===== config.mk =====
export PLATFORM = sky130hd
export DESIGN_NAME = mem_arbiter
export DESIGN_NICKNAME = d
export VERILOG_FILES = /design/src/rtl/mem_arbiter.sv
export SDC_FILE = /design/constraint.sdc
export NUM_CORES = 1
export LEC_CHECK = 0
export CAP_MARGIN = 20
export CORE_ASPECT_RATIO = 1.2
export CORE_MARGIN = 3
export CORE_UTILIZATION = 42
export CTS_CLUSTER_DIAMETER = 100
export DETAILED_ROUTE_END_ITERATION = 10
export HOLD_SLACK_MARGIN = 0.02
export MAX_ROUTING_LAYER = met4
export PLACE_DENSITY = 0.86
export REMOVE_ABC_BUFFERS = 1
export SLEW_MARGIN = 20
export SYNTH_ARGS = -nofsm -noshare
export SYNTH_HDL_FRONTEND = slang
export SYNTH_SLANG_ARGS = --single-unit

===== constraint.sdc =====
create_clock -name clk -period 4.03 [get_ports clk]
set_input_delay 0.6045 -clock clk [delete_from_list [all_inputs] [get_ports clk]]
set_output_delay 0.6045 -clock clk [all_outputs]
set_load 0.1 [all_outputs]

===== src/rtl/mem_arbiter.sv =====
// Two-port round-robin arbiter/sequencer for the shared single-port synchronous memory.
// CPU and debug requesters each run a req/ack handshake; one memory strobe per transaction.
module mem_arbiter #(
  parameter int unsigned AW     = 32,
  parameter int unsigned DW     = 32,
  parameter int unsigned RD_LAT = 1
) (
  input  logic          clk,
  input  logic          rst,
  input  logic          cpu_req,
  input  logic          cpu_we,
  input  logic [AW-1:0] cpu_addr,
  input  logic [DW-1:0] cpu_wdata,
  output logic          cpu_ack,
  output logic [DW-1:0] cpu_rdata,
  output logic          cpu_stall,
  input  logic          dbg_req,
  input  logic          dbg_we,
  input  logic [AW-1:0] dbg_addr,
  input  logic [DW-1:0] dbg_wdata,
  output logic          dbg_ack,
  output logic [DW-1:0] dbg_rdata,
  output logic          mem_en,
  output logic          mem_we,
  output logic [AW-1:0] mem_addr,
  output logic [DW-1:0] mem_wdata,
  input  logic [DW-1:0] mem_rdata,
  output logic          busy
);

  typedef enum logic [1:0] {StIdle, StAccess, StWait, StAck} state_e;

  // Wait counter only needs to reach RD_LAT-1 (at most 3).
  localparam logic [1:0] CntLoad = 2'(RD_LAT - 1);

  state_e          r_state;
  state_e          w_state_next;
  logic            r_owner_dbg;     // owner of the current transaction: 1 = DBG
  logic            r_last_dbg;      // last grant went to DBG
  logic            r_we;
  logic [AW-1:0]   r_addr;
  logic [DW-1:0]   r_wdata;
  logic [1:0]      r_cnt;
  logic [DW-1:0]   r_cpu_rdata;
  logic [DW-1:0]   r_dbg_rdata;
  logic            w_any_req;
  logic            w_grant_dbg;

  // Round-robin pick: on a tie, grant whoever did not win last time.
  always_comb begin
    w_any_req   = cpu_req | dbg_req;
    w_grant_dbg = dbg_req & (~cpu_req | ~r_last_dbg);
  end

  // State register.
  always_ff @(posedge clk) begin
    if (rst) r_state <= StIdle;
    else     r_state <= w_state_next;
  end

  // Next-state logic and memory/handshake strobes.
  always_comb begin
    w_state_next = r_state;
    mem_en       = 1'b0;
    mem_we       = 1'b0;
    cpu_ack      = 1'b0;
    dbg_ack      = 1'b0;
    busy         = 1'b1;
    unique case (r_state)
      StIdle: begin
        busy = 1'b0;
        if (w_any_req) w_state_next = StAccess;
      end
      StAccess: begin
        mem_en       = 1'b1;
        mem_we       = r_we;
        w_state_next = r_we ? StAck : StWait;
      end
      StWait: begin
        if (r_cnt == 2'd0) w_state_next = StAck;
      end
      StAck: begin
        cpu_ack      = ~r_owner_dbg;
        dbg_ack      = r_owner_dbg;
        w_state_next = StIdle;
      end
      default: w_state_next = StIdle;
    endcase
  end

  // Grant latch, wait counter and read-data capture.
  always_ff @(posedge clk) begin
    if (rst) begin
      r_owner_dbg <= 1'b0;
      r_last_dbg  <= 1'b1;
      r_we        <= 1'b0;
      r_addr      <= '0;
      r_wdata     <= '0;
      r_cnt       <= '0;
      r_cpu_rdata <= '0;
      r_dbg_rdata <= '0;
    end else begin
      if (r_state == StIdle && w_any_req) begin
        r_owner_dbg <= w_grant_dbg;
        r_last_dbg  <= w_grant_dbg;
        r_we        <= w_grant_dbg ? dbg_we    : cpu_we;
        r_addr      <= w_grant_dbg ? dbg_addr  : cpu_addr;
        r_wdata     <= w_grant_dbg ? dbg_wdata : cpu_wdata;
      end
      if (r_state == StAccess) r_cnt <= CntLoad;
      if (r_state == StWait) begin
        if (r_cnt == 2'd0) begin
          if (r_owner_dbg) r_dbg_rdata <= mem_rdata;
          else             r_cpu_rdata <= mem_rdata;
        end else begin
          r_cnt <= r_cnt - 2'd1;
        end
      end
    end
  end

  // Address/data hold their last latched values outside ACCESS.
  always_comb begin
    mem_addr  = r_addr;
    mem_wdata = r_wdata;
    cpu_rdata = r_cpu_rdata;
    dbg_rdata = r_dbg_rdata;
    cpu_stall = cpu_req & ~cpu_ack;
  end

endmodule


==> run summary, run 1 <==
The flow ran to the end, and the final reports show no timing, DRC or antenna violations. Of the total synthesized cell area, the portion taken by XOR and XNOR cells is 0%. During synthesis, Yosys emitted a total of 0 warnings. Port buffering added approximately 300 buffers.

The total area of sequential cells came out at around 2700 um^2. The clock drives between 100 and 150 sinks. The initial antenna violation count came out at 0. The synthesized design devotes to its leading area cell type 49.99% of total area. Leaving out fill and tap cells, the most frequent cell in the layout is clkdlybuf4s50_1. The count of final max-slew check failures came out at 0. Setup repair after global routing left no endpoint under its margin.

In the routed layout, each cell is associated on average with a via count of between 5 and 6. The final-report hold violation count is 0. The slowest stage of the critical path belongs to the cell clkdlybuf4s50_1. The total detailed-routing wirelength is roughly 19 mm.

STA classifies the critical path endpoint as a primary output. The count of mapped cells out of synthesis is between 600 and 700. After clock tree synthesis, the repair step resized 0 gates. From bottom edge to top edge, the die measures between 100 and 150 um. The longest clock path from root to sink contains 2 buffers. The routability congestion estimate from global placement is about 0.88. Setup violations remaining at the end of the flow were counted as 0. By startpoint and endpoint, the worst setup path is classified as reg -> out.

In this run the top signal layer used is met4. Once the clock tree was built, the setup fixing pass inserted 0 buffers. For this run, the share of the core covered by cells in the final layout is approximately three quarters. The data arrival time at the worst-slack endpoint is around 2.4 ns. The core footprint is 12330 um^2. The count of cell types in the netlist is 34. The sum of met3 wire segment lengths after detailed routing came out at between 1.5 and 2 mm. The worst slack on hold paths came out at 0.4522 ns. The worst slew slack as a fraction of its limit is about a quarter. Of the cells placed in the final design, the portion with a size suffix greater than 1 is around 5.2%. The die footprint came out at roughly 14000 um^2. The maximum number of pins on one net before global-route repair is 77.

The area added between synthesis and finish is 66.95%. In this run, post-CTS hold repair placed 0 buffers. The multi-input gate area in the final layout is 2421 um^2. Ranked by total cell area, the synthesized netlist is headed by dfxtp_1 (50%), nand2_1 (14%), a21oi_1 (12%). The root buffer cell chosen for the clock tree is clkbuf_16.

The via count of the first global-routing pass is 5517. The sum of negative setup slack is 0 ns. The power density over the cells is approximately 910 nW/um^2. The transition time at the pin with the least slew margin came out at between 1 and 1.5 ns.

The cell that appears most often on the critical path is inv_1. The wire-length estimate of the detail-placed layout is 13.52 mm. TritonCTS built the clock tree. Counting the fill cells in the layout gives slightly above 900. The overall track demand over capacity in global routing came out at between 20 and 30%.

After synthesis, the share of cell area in mux cells is 0%. The largest single stage delay on the critical path is between 1 and 1.5 ns. The total number of placement rows came out at between 40 and 50. The worst path needs a little over 3 ns of the cycle, external delays included. CTS built an H-tree with a depth of 4. The detailed router put a total of 7.156 mm of wire on met1. The sum of overflow across all layers after global routing is 0. The initial core utilization came out at 43.84%. The number of antenna-violating nets in the routed design came out at 0.

Dividing the detail-routed wire length by the instance count gives between 15 and 20 um. The dominant combinational cell family by area after synthesis is compound AO/OA/AOI/OAI gates. The synthesized area per cell came out at 7.881 um^2. After detailed routing, the number of remaining DRC violations is 0. The number of iterations in the first detailed-routing pass came out at 4.

The worst hold-check path type is reg -> reg. The antenna diode instance count is 0. The first global-routing pass estimated 27.73 mm of wire. At the worst endpoint, the required time is 3.43 ns. From left edge to right edge, the die measures between 100 and 150 um. The startpoint class of the critical path is a flip-flop. The synthesized-area fraction occupied by ao, oa, aoi and oai cells came out at a little under a quarter. The final net count came out at around 1100. The dominant cell type by area after synthesis is dfxtp_1. Walking the worst path, the cells encountered are inv_1 > ha_1 > inv_1 > clkdlybuf4s50_1. The number of synthesized register bits came out at 135. The clock latency reported for the late side of the worst-skew pair is roughly 0.4 ns.

After synthesis, flip-flops and latches occupy around 50% of the total area. The final clock skew is roughly 0.011 ns. The CTS buffer count came out at 17. The synthesized-area fraction occupied by and/or/nand/nor cells came out at around a fifth. In the layout the commonest cells are clkdlybuf4s50_1 (297), nand2_1 (195), dfxtp_1 (135). After layout, the worst path uses approximately three quarters of the clock period. The number of design-rule violations left by the first detailed-router iteration came out at approximately 300. The leakage power came out at between 3 and 4 nW. The vias after detailed routing came out at between 5000 and 6000. Across the run, the number of max-cap violations was 0. IR analysis of the VDD net gives a maximum drop of 0.6290 mV. The clock transition at the registers of the reported paths is around 0.060 ns. The cell area that synthesis handed to floorplanning was ~5400 um^2. The met2 wirelength from detailed routing came out at 8.850 mm.

The adder-cell area share of the yosys netlist came out at about 1.2%. The critical-path maximum fanout is 7. The I/O pin total is 300. The achievable clock frequency came out at around 330 MHz.
[critical path, delay by kind of cell, from the launching register on]
kind / cells / cell delay (ns)
fa+ha+maj: 1 / 0.30
buf+inv: 3 / 1.33
flops: 1 / 0.39
[worst paths after layout]
check                         endpoint                 startpoint  slack [ns]  cells after the start
max                               busy    r_state[1]$_SDFFE_PP0P_        1.01                      4
max reg2reg  mem_wdata[3]$_SDFFE_PP0P_    r_state[1]$_SDFFE_PP0P_        1.83                      6
min reg2reg  dbg_rdata[2]$_SDFFE_PP0P_  dbg_rdata[2]$_SDFFE_PP0P_        0.45                      2
min          dbg_rdata[2]$_SDFFE_PP0P_  dbg_rdata[2]$_SDFFE_PP0P_        0.45                      2
[metal layers]
| metal | up-vias | GRT usage [%] |
|---|---|---|
| li1 | 2853 | - |
| met1 | 2643 | 28.06 |
| met2 | 251 | 42.40 |
| met3 | 41 | 9.253 |
| met4 | 0 | 10.93 |
| met5 | - | - |
[through the flow]
step	setup slack (ns)	instance area [um^2]	power (mW)	instances
floorplan	0.5676	5110	5.470	628
global placement	1.411	8413	6.644	1096
detailed placement	1.339	8413	6.702	1096
CTS	0.9775	9026	8.298	1128
global route	0.9219	9026	8.599	1128
finish	1.012	9026	8.254	1128
[flip-flops by register name, summed over array words and instances, names as in the netlist]
name	flops
r_last_dbg	1
mem_wdata	32
r_cnt	2
r_owner_dbg	1
mem_addr	32
r_we	1
dbg_rdata	32
r_state	2
cpu_rdata	32
[kinds of logic (layout without fill, tap and decap cells)]
| logic type | count (synthesis) | count (layout) |
|---|---|---|
| and+or+nand+nor | 275 | 275 |
| AOI/OAI and AO/OA | 209 | 209 |
| DFF | 135 | 135 |
| buffers and inverters | 62 | 343 |
| adders and majority gates | 5 | 5 |
[report_power, final]
part           total, mW  switching [mW]  internal [mW]
sequential          1.90           0.200           1.70
combinational       4.76            3.62           1.14
clock               1.59           0.624          0.966
[cells in the mapped netlist (all sizes together)]
master / count
a21boi: 2
a21bo: 1
a22oi: 1
o21a: 1
inv: 4
a21o: 1
a21oi: 133
a211oi: 65
o211ai: 1
nor2b: 3
nand3b: 1
nand3: 1
and2: 1
or4b: 1
nor3b: 1
ha: 5
nor4b: 1
a41oi: 1
or3b: 1
and4bb: 1
nor2: 67
clkbuf: 20
o21ai: 2
or2: 1
nand4bb: 1
nand2: 195
a31oi: 1
buf: 38
dfxtp: 135
[final cells by class]
type                            instances  share of cell area [%]
Clock buffer                           19                   5.018
Clock inverter                         13                   1.774
Inverter                                4                  0.1663
Multi-Input combinational cell        489                   26.82
Sequential cell                       135                   29.94
Tap cell                              161                   2.232
Timing Repair Buffer                  307                   34.04
Power figures use the tool's default switching activity.
==> inputs of run 2 (changes only) <==
--- a/config.mk
+++ b/config.mk
@@ -8,12 +8,12 @@
 export CAP_MARGIN = 20
 export CORE_ASPECT_RATIO = 1.2
 export CORE_MARGIN = 3
-export CORE_UTILIZATION = 42
+export CORE_UTILIZATION = 39
 export CTS_CLUSTER_DIAMETER = 100
 export DETAILED_ROUTE_END_ITERATION = 10
 export HOLD_SLACK_MARGIN = 0.02
 export MAX_ROUTING_LAYER = met4
-export PLACE_DENSITY = 0.86
+export PLACE_DENSITY = 0.81
 export REMOVE_ABC_BUFFERS = 1
 export SLEW_MARGIN = 20
 export SYNTH_ARGS = -nofsm -noshare
==> constraint.sdc (replaced) <==
create_clock -name clk -period 3.2 [get_ports clk]
set_input_delay 0.48 -clock clk [delete_from_list [all_inputs] [get_ports clk]]
set_output_delay 0.48 -clock clk [all_outputs]
set_load 0.1 [all_outputs]
==> run 2 against run 1 <==
  * Critical path depth shrank 3
  * Via count shrank 0.28%
  * Worst setup slack lost 0.19 ns
  * Largest cell class unchanged
==> run summary, run 2 (same netlist as run 1, synthesis figures left out) <==
The number of iterations in the first detailed-routing pass is 4 (unchanged). The CTS buffer count was 17 (unchanged). The CTS tree is done.

The post-placement setup slack came out at 0.7971 ns (-0.5422 ns). Walking the worst path, the cells encountered are clkdlybuf4s50_1. The wire length of the first global-routing pass came to 27.46 mm (-1.0%).

The vias after detailed routing is 5772 (-0.28%). The tightest min-delay check is of the reg -> reg type. The core footprint came out at 13410 um^2 (+8.7%).

The post-layout instance count excluding filler cells is 1142 (+1.2%). The hold buffer count at CTS was 0 (unchanged). The via count normalized by instance count came out at 5.054 (-1.5%). The count of final max-slew check failures came to 0 (unchanged). The leakage power is 3.504 nW (+4.3%). The flow ran to the end, and the final reports show no timing, DRC or antenna violations. The final cycle utilization of the critical path came out at about 74%. The cell count after placement came to 1110 (+1.3%). The clock latency reported for the late side of the worst-skew pair came out at 0.40 ns (about the same). The die footprint was 15320 um^2 (+7.3%). The final clock skew is 0.01301 ns (+0.001630 ns). The via count of the first global-routing pass is 5465 (-0.94%). STA classifies the critical path startpoint as a flip-flop. The initial core utilization came out at 40.32% (-3.5 points). The number of clock sinks is 135 (unchanged). The final critical-path required period came out at around 2.4 ns. The maximum buffer depth of the clock tree came out at 2 (unchanged). The library cell used as clock root buffer is clkbuf_16. The transition time at the pin with the least slew margin came out at 0.9899 ns (-0.1243 ns). The final critical-path setup slack was 0.8171 ns (-0.1946 ns). The final-report hold violation count is 0 (unchanged). The buffers inserted during post-CTS setup optimization is 0 (unchanged). The clock share of power came out at 19.1% (-0.2 points). The delay of the slowest cell on the worst path is 1.14 ns (about the same). The power share of the combinational group is 57.9% (+0.2 points). The critical path is of the reg -> out type. The count of final setup violators is 0 (unchanged).

The number of fill cells in the layout came out at 1116 (+21%). The clock transition at the registers of the reported paths came to 0.06 ns (about the same). The number of antenna-violating nets in the routed design is 0 (unchanged). The area added between synthesis and finish is 65.80%. Setup repair after global routing left no endpoint under its margin. STA classifies the critical path endpoint as a primary output. The library cells used most frequently in the layout, excluding fill and tap cells, are clkdlybuf4s50_1 (232), nand2_1 (195), dfxtp_1 (135). The maximum vdd ir drop came out at 0.8275 mV (+32%).

The die extent in x was 113.5 um (+3.6%). The internal power of the cells came out at 4.767 mW (+25%). The initial antenna violation count is 0 (unchanged).

The slowest cell on the critical path is clkdlybuf4s50_1. The antenna diode instance count came to 0 (unchanged). The sum of overflow across all layers after global routing was 0 (unchanged).

The number of H-tree levels is 4 (unchanged). The part of the power in registers is 23.0% (about the same). The number of buffers and inverters on the critical path was 1 (-2). The max-cap violation count came out at 0 (unchanged). The fraction of final layout cells sized beyond drive strength 1 is 12.42% (+7.3 points). The worst slew slack as a fraction of its limit is 33.80% (+8.3 points). The y dimension of the die came to 135.0 um (+3.6%). Based on the critical path, the design can be clocked at up to between 400 and 500 MHz. The number of design-rule violations left by the first detailed-router iteration is 492 (+65%). The kind of cell with the highest combined delay on the critical path is buffers and inverters.

The critical-path maximum fanout came out at 2 (-5). The placed wire-length estimate came out at 13.26 mm (-1.9%). The I/O pin total was 300 (unchanged).

The total detailed-routing wirelength is 18.35 mm (-0.83%). The final net count is 1132 (+0.62%). The total number of placement rows came to 46 (+4.5%). The number of gates resized after CTS is 0 (unchanged).

The routed wire length per instance came out at 16.07 um (-2.0%). The fraction of power spent switching nets was 54.12% (+0.23 points). The power density over the cells is 1159 nW/um^2 (+27%). The leading cell type in the layout, fill and taps excluded is clkdlybuf4s50_1.

The remaining routing DRC violations is 0 (unchanged). The switching power summed over all nets came out at 5.622 mW (+26%). The overall track demand over capacity in global routing came out at 23.25% (-2.5 points). The overall power after layout is 10.39 mW (+26%). The data arrival time at the worst-slack endpoint is 1.90 ns (-0.51 ns).

The data required time of the worst path is 2.72 ns (-0.71 ns). The count of input and output buffers came out at 299 (unchanged). The maximum number of pins on one net before global-route repair is 72 (-6.5%).

The routability congestion estimate from global placement came to 0.8369 (-4.6%).
-- run 2: cell types whose count changed in the layout (fill, tap and decap cells not counted), sizes merged --
cell           delta
buf              +72
clkbuf            -1
clkdlybuf4s50    -65
clkinv            -2
clkinvlp          +3
-- run 2: final timing paths --
path	cells past startpoint	slack (ns)	start	endpoint
hold / removal	2	0.45	cpu_rdata[13]$_SDFFE_PP0P_	cpu_rdata[13]$_SDFFE_PP0P_
setup reg to reg	6	1.14	r_state[1]$_SDFFE_PP0P_	mem_wdata[17]$_SDFFE_PP0P_
setup / recovery	1	0.82	dbg_rdata[13]$_SDFFE_PP0P_	dbg_rdata[13]
hold reg to reg	2	0.45	cpu_rdata[13]$_SDFFE_PP0P_	cpu_rdata[13]$_SDFFE_PP0P_
-- run 2: power by group through the flow --
stage               clock (mW)  combinational [mW]  sequential (mW)
finish                    1.98                6.02             2.39
global route              2.09                6.28             2.45
CTS                       2.03                6.05             2.39
detailed placement           0                6.03             2.42
global placement             0                5.99             2.41
floorplan                    0                1.43             5.46
-- run 2: final cells by class --
class                      instances  area (um^2)  area share (%)
multi-input combinational        489         2421           27.01
inverter                           4        15.01          0.1675
timing repair buffer             314         3013           33.61
tap                              168        210.2           2.345
sequential                       135         2703           30.15
clock buffer                      18        439.2           4.899
clock inverter                    14        162.7           1.815
-- run 2: tightest hold or removal path: cells and delay by family, from the launching register on --
kind            cells  cell delay (ns)
flops               1             0.31
simple gates        1             0.05
compound gates      1             0.05
-- run 2: through the flow --
| stage | hold WS [ns] | util (%) | TNS (ns) | cell area (um^2) |
|---|---|---|---|---|
| 3_5_place_dp | 0.4463 | 62.35 | 0 | 8362 |
| 5_1_grt | 0.4665 | 66.84 | 0 | 8964 |
| 2_1_floorplan | 0.4732 | - | -0.1379 | 5110 |
| 3_3_place_gp | 0.4404 | 62.35 | 0 | 8362 |
| 4_1_cts | 0.4548 | 66.84 | 0 | 8964 |
| 6_report | 0.4508 | 66.84 | 0 | 8964 |
-- run 2: routing by layer --
layer,up-vias,track usage [%],wire length [um]
met5,-,-,0
met4,0,10.09,454
met3,30,6.230,1557
met2,267,37.95,9078
met1,2605,26.84,7261
li1,2870,-,-
